===== config.mk =====
export PLATFORM = sky130hd
export DESIGN_NAME = seg_scan_driver_flat
export DESIGN_NICKNAME = d
export VERILOG_FILES = /design/src/rtl/seg_scan_driver_if.sv /design/src/rtl/seg_scan_driver.sv /design/src/flat_wrapper.sv
export SDC_FILE = /design/constraint.sdc
export NUM_CORES = 1
export LEC_CHECK = 0
export CORE_ASPECT_RATIO = 0.7
export CORE_MARGIN = 5
export CORE_UTILIZATION = 45
export DETAILED_ROUTE_END_ITERATION = 10
export DONT_BUFFER_PORTS = 1
export GPL_ROUTABILITY_DRIVEN = 1
export PLACE_DENSITY_LB_ADDON = 0.08
export SYNTH_ARGS = -nofsm -noshare
export SYNTH_HDL_FRONTEND = slang
export SYNTH_SLANG_ARGS = --single-unit

===== constraint.sdc =====
create_clock -name clk -period 6.36 [get_ports clk]
set_clock_uncertainty 0.1 [all_clocks]
set_input_delay 1.272 -clock clk [delete_from_list [all_inputs] [get_ports clk]]
set_output_delay 1.272 -clock clk [all_outputs]
set_load 0.01 [all_outputs]

===== src/rtl/seg_scan_driver_if.sv =====
// Display bus between the clock/alarm counters (master) and the seven-segment scanner (slave).
interface seg_scan_driver_if #(
  parameter int NUM_FIELDS = 3
);
  logic                      mode;
  logic [7*NUM_FIELDS-1:0]   src_a;
  logic [7*NUM_FIELDS-1:0]   src_b;
  logic [NUM_FIELDS-1:0]     blink_mask;
  logic                      lz_blank;
  logic [3:0]                brightness;
  logic [2*NUM_FIELDS-1:0]   digit_en;
  logic [7:0]                seg;

  modport master (
    output mode, src_a, src_b, blink_mask, lz_blank, brightness,
    input  digit_en, seg
  );

  modport slave (
    input  mode, src_a, src_b, blink_mask, lz_blank, brightness,
    output digit_en, seg
  );
endinterface


===== src/rtl/seg_scan_driver.sv =====
// Multiplexed 7-seg scanner with source select, field blink, 16-level PWM and guard band.
// Outputs lag slot_cnt by one cycle; no backpressure, display inputs are sampled once per slot.
module seg_scan_driver #(
  parameter int NUM_FIELDS   = 3,
  parameter int SCAN_DIV     = 10000,
  parameter int GUARD        = 4,
  parameter int BLINK_FRAMES = 50,
  parameter logic [2*NUM_FIELDS-1:0] DOT_MASK = '1
) (
  input logic              clk,
  input logic              rst_n,
  seg_scan_driver_if.slave disp
);
  localparam int DIGITS = 2 * NUM_FIELDS;
  localparam int SW     = $clog2(SCAN_DIV);
  localparam int IW     = (DIGITS > 1) ? $clog2(DIGITS) : 1;
  localparam int FW     = (BLINK_FRAMES > 1) ? $clog2(BLINK_FRAMES) : 1;
  localparam int STEP   = SCAN_DIV / 16;

  logic [SW-1:0]           slot_cnt;
  logic [IW-1:0]           idx;
  logic [FW-1:0]           frame_cnt;
  logic                    blink_phase;
  logic                    fresh;
  logic [7*NUM_FIELDS-1:0] src_s;
  logic [NUM_FIELDS-1:0]   blink_s;
  logic                    lz_s;
  logic [3:0]              bright_s;

  logic                    slot_end;
  logic                    idx_wrap;
  logic                    frame_wrap;
  logic                    sample;
  logic [7*NUM_FIELDS-1:0] src_live;
  logic [7*NUM_FIELDS-1:0] src_e;
  logic [NUM_FIELDS-1:0]   blink_e;
  logic                    lz_e;
  logic [3:0]              bright_e;

  logic [IW-1:0]           fld;
  logic [6:0]              fval;
  logic [3:0]              dig;
  logic                    blank;
  logic                    on;
  logic [7:0]              seg_nxt;
  logic [DIGITS-1:0]       en_nxt;

  assign slot_end   = (slot_cnt == SW'(SCAN_DIV - 1));
  assign idx_wrap   = slot_end && (idx == IW'(DIGITS - 1));
  assign frame_wrap = idx_wrap && (frame_cnt == FW'(BLINK_FRAMES - 1));
  assign sample     = slot_end || fresh;
  assign src_live   = disp.mode ? disp.src_b : disp.src_a;

  // The very first slot after reset has no preceding slot end, so it runs on live inputs.
  assign src_e    = fresh ? src_live        : src_s;
  assign blink_e  = fresh ? disp.blink_mask : blink_s;
  assign lz_e     = fresh ? disp.lz_blank   : lz_s;
  assign bright_e = fresh ? disp.brightness : bright_s;

  always_comb begin
    fld     = idx >> 1;
    fval    = 7'(src_e >> (7 * fld));
    dig     = idx[0] ? 4'(fval / 7'd10) : 4'(fval % 7'd10);
    blank   = (|(blink_e & (NUM_FIELDS'(1) << fld)) && blink_phase) ||
              (lz_e && (idx == IW'(DIGITS - 1)) && (fval < 7'd10));
    seg_nxt = 8'hFF;
    if (!blank) begin
      seg_nxt[7] = |(DOT_MASK & (DIGITS'(1) << idx));
      if (fval > 7'd99) begin
        seg_nxt[6:0] = 7'b0111111;
      end else begin
        case (dig)
          4'd0:    seg_nxt[6:0] = 7'b1000000;
          4'd1:    seg_nxt[6:0] = 7'b1111001;
          4'd2:    seg_nxt[6:0] = 7'b0100100;
          4'd3:    seg_nxt[6:0] = 7'b0110000;
          4'd4:    seg_nxt[6:0] = 7'b0011001;
          4'd5:    seg_nxt[6:0] = 7'b0010010;
          4'd6:    seg_nxt[6:0] = 7'b0000010;
          4'd7:    seg_nxt[6:0] = 7'b1111000;
          4'd8:    seg_nxt[6:0] = 7'b0000000;
          4'd9:    seg_nxt[6:0] = 7'b0010000;
          default: seg_nxt[6:0] = 7'b1111111;
        endcase
      end
    end
    // Guard band at the slot start, PWM cut-off at (brightness+1)/16 of the slot.
    on     = (32'(slot_cnt) >= 32'(GUARD)) &&
             (32'(slot_cnt) < (32'(bright_e) + 32'd1) * 32'(STEP));
    en_nxt = on ? ~(DIGITS'(1) << idx) : '1;
  end

  always_ff @(posedge clk) begin
    if (!rst_n) begin
      slot_cnt      <= '0;
      idx           <= '0;
      frame_cnt     <= '0;
      blink_phase   <= 1'b0;
      fresh         <= 1'b1;
      src_s         <= '0;
      blink_s       <= '0;
      lz_s          <= 1'b0;
      bright_s      <= 4'd0;
      disp.digit_en <= '1;
      disp.seg      <= 8'hFF;
    end else begin
      fresh    <= 1'b0;
      slot_cnt <= slot_end ? '0 : slot_cnt + 1'b1;
      if (slot_end) idx <= idx_wrap ? '0 : idx + 1'b1;
      if (idx_wrap) frame_cnt <= frame_wrap ? '0 : frame_cnt + 1'b1;
      if (frame_wrap) blink_phase <= ~blink_phase;
      if (sample) begin
        src_s    <= src_live;
        blink_s  <= disp.blink_mask;
        lz_s     <= disp.lz_blank;
        bright_s <= disp.brightness;
      end
      disp.digit_en <= en_nxt;
      disp.seg      <= seg_nxt;
    end
  end
endmodule

===== src/flat_wrapper.sv =====
// flat-port wrapper written by rule: the top's interface ports become plain ports
module seg_scan_driver_flat 
#(
  parameter int NUM_FIELDS   = 3,
  parameter int SCAN_DIV     = 10000,
  parameter int GUARD        = 4,
  parameter int BLINK_FRAMES = 50,
  parameter logic [2*NUM_FIELDS-1:0] DOT_MASK = '1
)
  (clk, rst_n, disp_mode, disp_src_a, disp_src_b, disp_blink_mask, disp_lz_blank, disp_brightness, disp_digit_en, disp_seg);
  seg_scan_driver_if #(.NUM_FIELDS(NUM_FIELDS)) disp_i ();
  input logic clk;
  input logic rst_n;
  input wire logic [$bits(disp_i.mode)-1:0] disp_mode;
  input wire logic [$bits(disp_i.src_a)-1:0] disp_src_a;
  input wire logic [$bits(disp_i.src_b)-1:0] disp_src_b;
  input wire logic [$bits(disp_i.blink_mask)-1:0] disp_blink_mask;
  input wire logic [$bits(disp_i.lz_blank)-1:0] disp_lz_blank;
  input wire logic [$bits(disp_i.brightness)-1:0] disp_brightness;
  output wire logic [$bits(disp_i.digit_en)-1:0] disp_digit_en;
  output wire logic [$bits(disp_i.seg)-1:0] disp_seg;
  assign disp_i.mode = disp_mode;
  assign disp_i.src_a = disp_src_a;
  assign disp_i.src_b = disp_src_b;
  assign disp_i.blink_mask = disp_blink_mask;
  assign disp_i.lz_blank = disp_lz_blank;
  assign disp_i.brightness = disp_brightness;
  assign disp_digit_en = disp_i.digit_en;
  assign disp_seg = disp_i.seg;
  seg_scan_driver #(.NUM_FIELDS(NUM_FIELDS), .SCAN_DIV(SCAN_DIV), .GUARD(GUARD), .BLINK_FRAMES(BLINK_FRAMES), .DOT_MASK(DOT_MASK)) u_core (.clk(clk), .rst_n(rst_n), .disp(disp_i));
endmodule

# Yosys cells after proc, flatten, opt, wreduce, memory -nomap -nowiden
# Memories as Yosys holds them, arrays and structs flattened.
# Cells that the tools add are included.
dict set report word_totals {
  n_memories 1
  register_bits 68
  wordCells 59
  rom_bits 112
}
# name depth width read_ports rd_clocked_by_memory_dff write_ports line_no
set memory_table {}
lappend memory_table {{(name not given)} 16 7 1 0 0 seg_scan_driver.sv:72} ;# case (dig)
dict set report classes {
  mux 10
  n_reduce_logical 14
  bitwise 4
  shifts 3
  div 2
  n_addsub 4
  order_cmp 4
  eq_ne 3
  n_mul 2
}
# operator n
set op_table {}
lappend op_table {{21-bit 2-to-1 mux} 2}
lappend op_table {{14-bit by 32-bit less-than comparator with 1-bit output} 1}
lappend op_table {{32-bit by 10-bit multiplier with 32-bit output (second input constant)} 1}
lappend op_table {{21-bit by 6-bit right shift with 7-bit output} 1}
lappend op_table {{14-bit by 1-bit adder with 14-bit output (second input constant)} 1}
lappend op_table {{14-bit equality test (second input constant)} 1}
lappend op_table {{14-bit by 3-bit >= comparator with 1-bit output (second input constant)} 1}
lappend op_table {{4-bit 2-to-1 mux} 2}
lappend op_table {{7-bit by 4-bit divider with 7-bit output (second input constant)} 1}
lappend op_table {{7-bit > comparator (second input constant)} 1}
lappend op_table {{7-bit by 4-bit less-than comparator with 1-bit output (second input constant)} 1}
lappend op_table {{7-bit by 4-bit remainder unit with 7-bit output (second input constant)} 1}
lappend op_table {{7-bit 2-to-1 mux} 1}
lappend op_table {{6-bit by 1-bit adder with 6-bit output (second input constant)} 1}
lappend op_table {{6-bit equality test (second input constant)} 1}
lappend op_table {{1-bit logical AND} 6}
lappend op_table {{3-bit 2-to-1 mux} 2}
lappend op_table {{6-bit 2-to-1 mux} 1}
lappend op_table {{6-bit NOT} 1}
lappend op_table {{3-bit OR reduction} 2}
lappend op_table {{6-bit OR reduction} 1}
lappend op_table {{1-bit by 3-bit << shifter with 6-bit output (first input constant)} 1}
lappend op_table {{4-bit by 1-bit adder with 5-bit output (second input constant)} 1}
lappend op_table {{3-bit by 2-bit multiplier with 5-bit output (first input constant)} 1}
lappend op_table {{9 further kinds} 13}

# Longest topological paths before layout
dict set report depth {
  word_depth 7
  ltp_mapped 26
  mapped_depth_nobuf 22
}

# Least setup slack after synthesis
# OpenSTA, ideal clock, no wires.
dict set report synth_timing {
  path_kind {input to register}
  from {in disp_brightness[0]}
  to {reg u_core.disp.digit_en[4]}
  required_time_ns 6.118
  path_buffers 0
  arrival_ns 5.629
  path_slack_ns 0.489
  path_stages 21
  cell_sequence {mux2_2 > and3_1 > xor2_1 > inv_1 > fa_1 > ha_1 > inv_1 > fa_1 > inv_1 > ha_1 > a21boi_0 > o21a_1 > o21a_1 > o21a_1 > or2_2 > ha_1 > nor2b_1 > o21ai_0 > nand2b_1 > o22ai_1 > nand4_1}
}
dict set report synth_between {
  elab_chain_len 6
}
# element line_no
set synth_rtl {}
lappend synth_rtl {{start: declaration} flat_wrapper.sv:19} ;# input wire logic [$bits(disp_i.brightness)-1:0] disp_brightness;
lappend synth_rtl {{4-bit 2-to-1 mux} seg_scan_driver.sv:58} ;# assign bright_e = fresh ? disp.brightness : bright_s;
lappend synth_rtl {{4-bit by 1-bit adder with 5-bit output} seg_scan_driver.sv:89} ;# (32'(slot_cnt) < (32'(bright_e) + 32'd1) * 32'(STEP));
lappend synth_rtl {{32-bit by 10-bit multiplier with 32-bit output} seg_scan_driver.sv:89}
lappend synth_rtl {{14-bit by 32-bit less-than comparator with 1-bit output} seg_scan_driver.sv:89}
lappend synth_rtl {{1-bit logical AND} seg_scan_driver.sv:88} ;# on = (32'(slot_cnt) >= 32'(GUARD)) &&
lappend synth_rtl {{2-bit AND reduction (no line)} -}
lappend synth_rtl {{end signal: assignment} seg_scan_driver.sv:118} ;# disp.digit_en <= en_nxt;
lappend synth_rtl {{end: declaration} seg_scan_driver_if.sv:21} ;# output digit_en, seg
# Every way passes these cells.
# A chain may end at the register's enable or synchronous reset.

# Final worst setup path
dict set report layout_timing {
  from {in disp_brightness[0]}
  to {reg u_core.disp.digit_en[5]}
}
# Same word-level chain as after synthesis.

==> impl.org <==
** STA
- Setup WS post-layout :: 480 ps
- Setup repair after global routing left no endpoint under its margin.
- Worst slew pin tran :: 1100 ps
- Portion of the clock cycle consumed by the worst path in the final layout :: 92.5%
- Number of slew-limit violations in the final report :: 0
- Worst slew margin relative to its limit :: 26.4%
- The final hold violation count is 0.
- Based on the critical path, the design can be clocked at up to 170 MHz.
- Setup violations remaining at the end of the flow were counted as 0.
- Total negative slack :: 0 ps
- Subtracting the final worst setup slack from the clock period gives 5880 ps.

** Detailed routing
- DRC violation count after routing :: 0
- Using the TritonRoute via totals, the vias-per-cell ratio works out to 5.63.
- Residual antenna-violating net count after detailed routing :: 0
- Via count of the routed design :: 3948
- Dividing the detail-routed wire length by the instance count gives 15.9 µm.
- Before antenna repair, the detailed router went through 4 iterations.
- DRT iter0 DRCs :: 271
- For this block, the routed nets add up to 11.2 mm of wire.

** Global route
- Number of antenna violations at the first check in global routing :: 0
- First-pass GRT wire length :: 18.9 mm
- Entering global routing, the biggest net connects 51 pins.
- GRT overflow :: 0
- The number of global-route vias before repair came to 3725.
- Total routing resource utilization after global routing :: 18.4%

** Worst setup path
- At the worst endpoint, the arrival time is 5960 ps.
- In this run the critical register-to-register path is launched from u_core.fresh.
- Worst setup path startpoint :: disp_brightness[0]
- Data required time at the worst endpoint :: 6440 ps
- Critical path class :: in2reg
- The worst register-to-register path has a depth of 21.
- Element type at the critical path end :: register
- The worst register-to-register path ends at u_core.disp.digit_en[5].
- Following the worst setup path forward leads to its endpoint at u_core.disp.digit_en[5].
- Worst reg2reg setup slack :: 730 ps
- Along the worst path, the maximum fanout reaches 6.
- Startpoint type of the worst setup path :: input port

** Clock tree
- Post-CTS repair changed the size of 0 cells.
- Post-CTS setup repair buffer count :: 0
- The cell sitting at the root of the clock tree is a sky130_fd_sc_hd__clkbuf_16.
- CTS Hold Bufs :: 0
- Clock insertion delay at the later pin of the skew report :: 330 ps
- Deepest clock path buffer count :: 2
- Clock tree synthesis inserted a total of 9 buffers.
- Clock-pin slew was measured on the worst setup and hold paths at 50 ps.
- Counting every sink on the clock net gives 68.
- The H-tree was split into 3 levels.
- TritonCTS built the clock tree.

** Die
- The floorplan step set the die width to 133 µm.
- In this run the vertical extent of the chip is 96.2 µm.
- The die covers 0.0128 mm².
- Initial cell density of the core :: 46.2%
- Core region area :: 0.0104 mm²
- In this run the count of I/O pins placed on the die edge is 67.
- FP Rows :: 31

** Run
- Max-cap violation count :: 0

** Logic synthesis
- For this run, the leading register cell type out of synthesis is sky130_fd_sc_hd__dfxtp_1.
- The synthesized design contains 68 register bits.
- The mapped netlist covers 0.00478 mm².
- Post-synth EDFFs :: 0
- Async set-reset flop share out of synthesis :: 0%
- Yosys printed 0 warnings.
- Sorting the synthesized cells by area gives the leading types as sky130_fd_sc_hd__dfxtp_1 (28%), sky130_fd_sc_hd__ha_1 (13%), sky130_fd_sc_hd__a211oi_1 (6.6%).
- A synthesized cell averages 8.29 µm².
- In this run, distinct cell masters in the synthesized netlist total 59.
- Portion of the post-synthesis area used by sequential elements :: 28.5%
- Share of Yosys cell area claimed by the top area cell type :: 28.5%
- Post-synthesis instance total :: 577
- When the netlist entered floorplanning its net count stood at 682.
- sky130_fd_sc_hd__nor2_1 is the most common cell in the netlist.
- Post-synthesis cell type with the largest combined area :: sky130_fd_sc_hd__dfxtp_1
- Top post-synthesis cells by count :: sky130_fd_sc_hd__nor2_1 (81), sky130_fd_sc_hd__dfxtp_1 (68), sky130_fd_sc_hd__ha_1 (49), sky130_fd_sc_hd__a211oi_1 (42), sky130_fd_sc_hd__nand2_1 (41)

** Placement
- Detailed-placement wirelength estimate :: 8.52 mm
- Pre-CTS setup slack :: 154 ps
- Input and output buffers added on the ports amount to 0.
- Placed instance area :: 0.00483 mm²
- RePlAce Congestion :: 0.891
- Placed Instances :: 685

** Min path
- Worst hold path class :: reg2reg
- Hold Crit Depth :: 2
- Hold Startpoint :: u_core.bright_s[3]

** Cells and area
- Antenna diode count :: 0
- Area growth from synthesis to layout :: 7.25%
- Cells fill 49.5% of the core in the end.
- Filler Cell Count :: 992
- Of the cells placed in the final design, the portion with a size suffix greater than 1 is 8.61%.
- Fin cells :: 701
- Number of nets in the layout :: 669
- Fin area :: 0.00513 mm²

** Pwr
- Dividing total power by cell area gives a power density of 249 mW/mm².
- Static Leakage :: 2.13 nW
- Peak supply drop :: 0.129 mV

** Outcome
- The run finished with clean final reports.
-- layer usage --
| layer | vias to the layer above | track usage [%] | part of all wire [%] |
|---|---|---|---|
| met4 | 0 | 4.88 | 1.1 |
| met1 | 1783 | 27.6 | 55 |
| met2 | 110 | 25.3 | 38 |
| met5 | - | 0 | 0 |
| li1 | 2045 | - | - |
| met3 | 10 | 5.38 | 6.8 |
-- report_power, final --
part / switching, W / internal (W)
Clock: 0.000174 / 0.000325
Combinational: 0.000179 / 0.000131
Sequential: 0.0000181 / 0.000451
-- logic make-up (layout without fill, tap and decap cells) --
family	Yosys count	in the layout	synth area share, %
buffers and inverters	59	51	5.91
AO/OA/AOI/OAI	129	129	18.2
AND/OR/NAND/NOR	213	213	21.7
adder cells (fa/ha/maj)	53	53	14.3
multiplexers	32	32	7.17
flip-flops	68	68	28.5
XOR/XNOR	23	23	4.21
-- through the flow --
stage	hold WS, ps	total power, W
finish	351	0.00128
global route	373	0.00136
CTS	350	0.00129
detailed placement	344	0.000786
global placement	334	0.000782
floorplan	329	0.000731
-- layout by cell type, fill, tap and decap left out, types with 2 or more instances in the layout --
| cell | instances |
|---|---|
| sky130_fd_sc_hd__mux2i_1 | 25 |
| sky130_fd_sc_hd__clkbuf_1 | 4 |
| sky130_fd_sc_hd__dfxtp_1 | 67 |
| sky130_fd_sc_hd__o21a_1 | 8 |
| sky130_fd_sc_hd__o21ai_1 | 2 |
| sky130_fd_sc_hd__nor4_1 | 4 |
| sky130_fd_sc_hd__a21oi_1 | 26 |
| sky130_fd_sc_hd__or3_1 | 9 |
| sky130_fd_sc_hd__a31oi_1 | 5 |
| sky130_fd_sc_hd__a211o_1 | 2 |
| sky130_fd_sc_hd__a211oi_1 | 42 |
| sky130_fd_sc_hd__a21boi_0 | 2 |
| sky130_fd_sc_hd__or3_4 | 2 |
| sky130_fd_sc_hd__nand2b_1 | 5 |
| sky130_fd_sc_hd__buf_4 | 9 |
| sky130_fd_sc_hd__o22ai_1 | 4 |
| sky130_fd_sc_hd__xnor2_1 | 11 |
| sky130_fd_sc_hd__nand3_1 | 20 |
| sky130_fd_sc_hd__clkbuf_8 | 2 |
| sky130_fd_sc_hd__and3_1 | 4 |
| sky130_fd_sc_hd__nand4_1 | 16 |
| sky130_fd_sc_hd__fa_1 | 3 |
| sky130_fd_sc_hd__nor2b_1 | 2 |
| sky130_fd_sc_hd__nor3b_1 | 2 |
| sky130_fd_sc_hd__o311ai_0 | 2 |
| sky130_fd_sc_hd__ha_1 | 49 |
| sky130_fd_sc_hd__xor2_1 | 12 |
| sky130_fd_sc_hd__a21o_1 | 3 |
| sky130_fd_sc_hd__clkbuf_16 | 9 |
| sky130_fd_sc_hd__o211ai_1 | 3 |
| sky130_fd_sc_hd__nand2_1 | 41 |
| sky130_fd_sc_hd__mux2_2 | 5 |
| sky130_fd_sc_hd__o21ai_0 | 19 |
| sky130_fd_sc_hd__nor2_1 | 81 |
| sky130_fd_sc_hd__a211oi_2 | 2 |
| sky130_fd_sc_hd__nor3_1 | 13 |
| sky130_fd_sc_hd__inv_1 | 25 |
| sky130_fd_sc_hd__nor3_2 | 3 |
| sky130_fd_sc_hd__or2_2 | 6 |
-- how the worst min path moves through the flow --
stage / end / slack, ps
after floorplan: u_core.blink_s[2] / 330
after global placement: u_core.blink_s[0] / 330
after detailed placement: u_core.lz_s / 340
after CTS: u_core.lz_s / 350
after global routing: u_core.blink_s[1] / 370
final: u_core.bright_s[3] / 350
-- cell type report --
cell class                      count  area, µm²  area share [%]
Clock buffer                       15        268            5.22
Clock inverter                      1       30.0           0.586
Inverter                           26       97.6            1.90
Multi-Input combinational cell    450       3140            61.2
Sequential cell                    68       1360            26.6
Tap cell                          132        165            3.22
Timing Repair Buffer                9       67.6            1.32
-- worst max-delay path: stages --
cell	delay, ps
sky130_fd_sc_hd__mux2_2	310
sky130_fd_sc_hd__and3_1	200
sky130_fd_sc_hd__xor2_1	310
sky130_fd_sc_hd__inv_1	200
sky130_fd_sc_hd__fa_1	490
sky130_fd_sc_hd__ha_1	300
sky130_fd_sc_hd__ha_1	290
sky130_fd_sc_hd__ha_1	300
sky130_fd_sc_hd__o21ai_0	160
sky130_fd_sc_hd__a21boi_0	190
sky130_fd_sc_hd__o21a_1	220
sky130_fd_sc_hd__o21a_1	210
sky130_fd_sc_hd__o21a_1	190
sky130_fd_sc_hd__or2_2	290
sky130_fd_sc_hd__ha_1	280
sky130_fd_sc_hd__nor2b_1	130
sky130_fd_sc_hd__o21ai_0	150
sky130_fd_sc_hd__nand2b_1	80
sky130_fd_sc_hd__o22ai_1	140
sky130_fd_sc_hd__buf_4	170
sky130_fd_sc_hd__nand4_1	90
-- state kept, by name (all words and copies together) (netlist names) --
| signal | count |
|---|---|
| u_core.src_s | 21 |
| u_core.slot_cnt | 14 |
| u_core.disp.seg | 8 |
| u_core.disp.digit_en | 6 |
| u_core.frame_cnt | 6 |
| u_core.bright_s | 4 |
| u_core.blink_s | 3 |
| u_core.idx | 3 |
| u_core.blink_phase | 1 |
| u_core.fresh | 1 |
| u_core.lz_s | 1 |
(Power assumes the default switching activity.)
